### src/rtl/temperature_averager.sv
// Block averager: accumulates 2**LOG2_N unsigned samples, then holds the mean until it is taken.
// Define TEMP_AVG_ROUND_EN to round half up instead of truncating the result.
module temperature_averager #(
  parameter int DATA_W = 32,
  parameter int LOG2_N = 6
) (
  input  logic              clk,
  input  logic              rst_n,
  input  logic              clear,
  input  logic              in_valid,
  output logic              in_ready,
  input  logic [DATA_W-1:0] in_data,
  output logic              out_valid,
  input  logic              out_ready,
  output logic [DATA_W-1:0] out_data
);

  localparam int ACC_W = DATA_W + LOG2_N;

  typedef enum logic {ACC, HOLD} state_t;

  state_t              state, state_next;
  logic [ACC_W-1:0]    acc, acc_next, sum;
  logic [LOG2_N-1:0]   cnt, cnt_next;
  logic [DATA_W-1:0]   out_next;
  logic                accept;

  assign in_ready  = (state == ACC);
  assign out_valid = (state == HOLD);
  assign accept    = in_valid && in_ready;
  assign sum       = acc + {{LOG2_N{1'b0}}, in_data};

  always_ff @(posedge clk or negedge rst_n) begin
    if (!rst_n) begin
      state    <= ACC;
      acc      <= '0;
      cnt      <= '0;
      out_data <= '0;
    end else begin
      state    <= state_next;
      acc      <= acc_next;
      cnt      <= cnt_next;
      out_data <= out_next;
    end
  end

  always_comb begin
    state_next = state;
    acc_next   = acc;
    cnt_next   = cnt;
    out_next   = out_data;
    if (clear) begin
      // clear wins over everything; a sample offered alongside it is dropped
      state_next = ACC;
      acc_next   = '0;
      cnt_next   = '0;
    end else begin
      case (state)
        ACC: begin
          if (accept) begin
            if (&cnt) begin
`ifdef TEMP_AVG_ROUND_EN
              out_next = DATA_W'((sum + (ACC_W'(1) << (LOG2_N - 1))) >> LOG2_N);
`else
              out_next = DATA_W'(sum >> LOG2_N);
`endif
              acc_next   = '0;
              cnt_next   = '0;
              state_next = HOLD;
            end else begin
              acc_next = sum;
              cnt_next = cnt + 1'b1;
            end
          end
        end
        HOLD: begin
          if (out_ready) state_next = ACC;
        end
        default: state_next = ACC;
      endcase
    end
  end

endmodule

### config.mk
export PLATFORM = sky130hd
export DESIGN_NAME = temperature_averager
export DESIGN_NICKNAME = d
export VERILOG_FILES = /design/src/rtl/temperature_averager.sv
export SDC_FILE = /design/constraint.sdc
export NUM_CORES = 1
export LEC_CHECK = 0
export BUFFER_PORTS_ARGS = -buffer_cell sky130_fd_sc_hd__buf_2
export CELL_PAD_IN_SITES_DETAIL_PLACEMENT = 1
export CELL_PAD_IN_SITES_GLOBAL_PLACEMENT = 1
export CORE_MARGIN = 3
export CORE_UTILIZATION = 44
export DETAILED_ROUTE_END_ITERATION = 10
export GPL_ROUTABILITY_DRIVEN = 0
export PLACE_DENSITY_LB_ADDON = 0.2
export SYNTH_ARGS = -nofsm -noshare
export SYNTH_HDL_FRONTEND = slang
export SYNTH_SLANG_ARGS = --single-unit
### constraint.sdc
create_clock -name clk -period 3.6 [get_ports clk]
set_input_delay 0.36 -clock clk [delete_from_list [all_inputs] [get_ports clk]]
set_output_delay 0.36 -clock clk [all_outputs]
set_load 0.02 [all_outputs]
### After elaboration in Yosys (flattened, before gate mapping)

Index checks and enable logic that the tools add are counted.

* output and inout bits: 34
* input port bits: 37
* register bits after elaboration: 77
* logic and storage cells: 27

* bitwise operators: 2
* eq/ne operators: 1
* add/sub/neg operators: 2
* multiplexer cells: 13
* reductions and logical operators: 5

Operators by type and width (number)
* 2-to-1 mux 38 bit: 4
* adder 38 x 32 -> 38 bit: 1
* 2-to-1 mux 6 bit: 4
* AND reduction 9 bit: 1
* adder 6 x 1 -> 6 bit, second input constant: 1
* AND reduction 6 bit: 1
* 2-to-1 mux 1 bit: 4
* != test 2 bit, second input constant: 1
* inverter 1 bit: 2
* case mux 1 bit (2 select lines): 1
* AND reduction 2 bit: 1
* nonzero test 2 bit: 1
* logical AND 1 bit: 1

### Longest topological paths before layout

* word-level depth: 5
* mapped depth: 10
* mapped depth without buffers: 10

### Worst setup path after synthesis

No wires, ideal clock.

* kind: input port to flip-flop
* from: input in_data[0]
* to: register out_data[22]
* arrival: 2.385 ns
* buffers on the path: 0
* setup slack: 1.090 ns
* data required time: 3.475 ns
* cell stages on the path: 10
* setup time: 0.125 ns
* cell sequence: ha_1 fa_1 a21o_1 nand4_1 a21o_1 a31oi_1 a21bo_1 a221oi_2 xnor2_1 mux2_4

* cells in the longest elaborated chain, start to end: 1

RTL lines
* start: declaration: line 12 `input logic [DATA_W-1:0] in_data,`
* adder 38 x 32 -> 38 bit: line 31 `assign sum = acc + {{LOG2_N{1'b0}}, in_data};`
* end signal: assignment: line 43 `out_data <= out_next;`
* end: declaration: line 15 `output logic [DATA_W-1:0] out_data`

Every way passes these cells.
A chain may end at the register's enable or synchronous reset.

### Worst setup path after layout

* from: register acc[7]
* to: register out_data[29]

* cells in the longest elaborated chain, start to end: 1

RTL lines
* start: declaration: line 23 `logic [ACC_W-1:0] acc, acc_next, sum;`
* start signal: assignment: line 41 `acc <= acc_next;`
* adder 38 x 32 -> 38 bit: line 31

Every way passes these cells.

==> reports/qor.yml <==
status:
  status: "finished, final reports clean"
clocking:
  post_cts_resized: 0
  cts.sinks: 77
  path_clk_slew_ns: 0.09
  cts_hold_buf: 0
  postCtsSetupRepairBufs: 0
  clockBufferDepth: 2
  h-tree-depth: 3
  cts_tree: "done"
  cts_root_buffer: "clkbuf_8"
  numCtsBuffers: 9
  clk_latency_ns: 0.37
floorplan:
  io_pins: 71
  die_h_um: 111
  start_util: 0.461
  die_w_um: 111
  rows: 37
  core_area_mm2: 0.0105
  fp.dieArea_mm2: 0.0123
synthesis:
  synthDistinctLibCells: 58
  yosysMostFrequentCell: "nand2_1"
  yosysWarnings: 0
  synth_top_area_cell: "dfrtp_1"
  synth_seq_cells: 77
  ys.flop_type: "dfrtp_1"
  syn_area_per_cell_um2: 9.01
  synth.area.top_cells: "dfrtp_1, ha_1, nand2_1, a21oi_1, a22o_1"
  synth_edf_count: 0
  synth.top_cells.by_count: "nand2_1, dfrtp_1, a21oi_1"
  synth_seq_area_share: 0.398
  synthCells: 538
  syn_area_mm2: 0.00485
  synth_top_area_frac: 0.398
  synthArstFlopShare: 1.00
  syn_nets: 609
timing:
  rsz0062_at_grt: "false"
  maxSlewHeadroom: 0.323
  fmax_mhz: 344
  post-route-period-util: 0.807
  slew_violations: 0
  final-hold-violation-count: 0
  final-setup-viol-count: 0
  period_needed_ns: 2.90
  fin_setup_tns_ns: 0
  skew_ns: 0.0137
  tightest_slew_ns: 1.01
placed_design:
  post-dp-hpwl_mm: 9.82
  numPortBuffers: 70
  placedCellCount: 725
power:
  leakage_uw: 0.00276
  p_sw_uw: 894
  finalPower_uw: 2620
  seqPwrFrac: 0.373
  comb_power_share: 0.311
  pwr-share-clk: 0.316
  power.internal_uw: 1730
  powerDensity_mw_per_mm2: 470
  vdd_drop_max_uv: 194
  power_switching_share: 0.341
setup_path:
  arrival_ns: 3.17
  r2r_start: "acc[7]$_DFFE_PN0P_"
  path_class: "flop to flop"
  required_ns: 3.86
  critPathLaunchType: "flop"
  critPathLaunch: "acc[7]$_DFFE_PN0P_"
  end_kind: "flop"
  crit_fanout: 7
global_route:
  antenna_found_initial: 0
  overflow: 0
  grt_start_max_net_pins: 78
  grt_usage: 0.231
  grt_pass1_wl_mm: 23.5
  grt_pass1_vias: 4562
detailed_routing:
  drtPass1Iterations: 4
  detail_route.vias_per_cell: 5.84
  drcViolationCount: 0
  routed_wl_mm: 13.7
  detail-route-antenna-nets: 0
  drtIter0Drc: 164
  vias: 4326
  wl_per_cell_um: 18.5
cells_and_area:
  nNetsFinal: 671
  area_growth_syn_to_layout_pct: 15.2
  diodes: 0
  drive_gt1_frac: 0.190
  regArea_mm2: 0.00193
  stdcell_count: 741
  multi_input_area_mm2: 0.00279
  fill_cells: 1270
flow_run:
  drv_cap: 0
worst_hold_path:
  worstHoldPathType: "input port to asynchronous set/reset pin"
cell usage in the layout (no fill, tap or decap), types with 3 or more instances in the layout:
cell,count
nand2_1,95
dfrtp_1,77
buf_2,69
a21oi_1,41
o21ai_0,34
ha_1,33
nor2_1,27
a22o_1,23
xnor2_1,21
nand3_1,17
a21o_1,16
inv_1,12
xor2_1,12
a31oi_1,11
clkbuf_8,10
nand4_1,9
mux2_2,9
buf_4,8
nor3_1,7
a211oi_1,5
o31ai_1,4
o2111ai_1,3
and3_1,3
nand2b_1,3
o31a_1,3
o21a_1,3
bufinv_16,3
metal layers:
metal  GRT usage  vias to the layer above  wire (um)
li1            -                     2068          -
met1       0.322                     2155       6520
met2       0.375                       90       6600
met3      0.0366                       13        456
met4      0.0640                        0        155
met5           0                        -          0
stage by stage:
stage	hold WS, ns	worst slack (ns)	utilization	area, um2
after global placement	0.454	0.723	0.508	5330
after detailed placement	0.462	0.638	0.508	5330
after global routing	0.153	0.498	0.531	5580
after CTS	0.145	0.684	0.531	5580
after floorplan	0.0644	1.09	-	4850
final	0.158	0.696	0.531	5580
state kept, by name (all words and copies together), names as in the netlist:
register   flops
out_data      32
cnt            6
acc           38
out_valid      1
critical path, cell delays in order (launching register included):
cell and delay, ns:
dfrtp_1 0.42, ha_1 0.42, nand4_1 0.17, nor4_1 0.27
nor2_1 0.15, o2111ai_1 0.29, nand2_1 0.18, a21boi_0 0.57
mux2i_1 0.25, nand2_1 0.08
final cells by class:
type / instances / share of cell area
Timing Repair Buffer: 77 / 0.0726
Clock buffer: 10 / 0.0247
Clock inverter: 6 / 0.0197
Tap cell: 136 / 0.0305
Sequential cell: 77 / 0.345
Multi-Input combinational cell: 423 / 0.499
Inverter: 12 / 0.00807
path summary, 6_finish.rpt:
check,endpoint,slack [ns],depth (start not counted)
hold / removal,acc[7]$_DFFE_PN0P_,0.16,1
min in group clk,out_valid$_DFF_PN0_,0.16,2
setup / recovery,out_data[29]$_DFFE_PN0P_,0.70,9
hold reg to reg,out_data[4]$_DFFE_PN0P_,0.48,2
max in group asynchronous,acc[28]$_DFFE_PN0P_,2.79,1
setup reg to reg,out_data[29]$_DFFE_PN0P_,0.70,9
kinds of logic after synthesis:
group | share of synthesized area
mux | 0.0305
compound gates | 0.229
flops | 0.398
xor+xnor | 0.0596
buf+inv | 0.0310
simple gates | 0.163
fa+ha+maj | 0.0893
power groups by stage:
stage	clock network, uW	registers [uW]	logic (uW)
floorplan	0	971	608
global placement	0	989	774
detailed placement	0	994	801
CTS	844	977	813
global route	887	988	911
finish	828	977	817
Power figures use the tool's default switching activity.
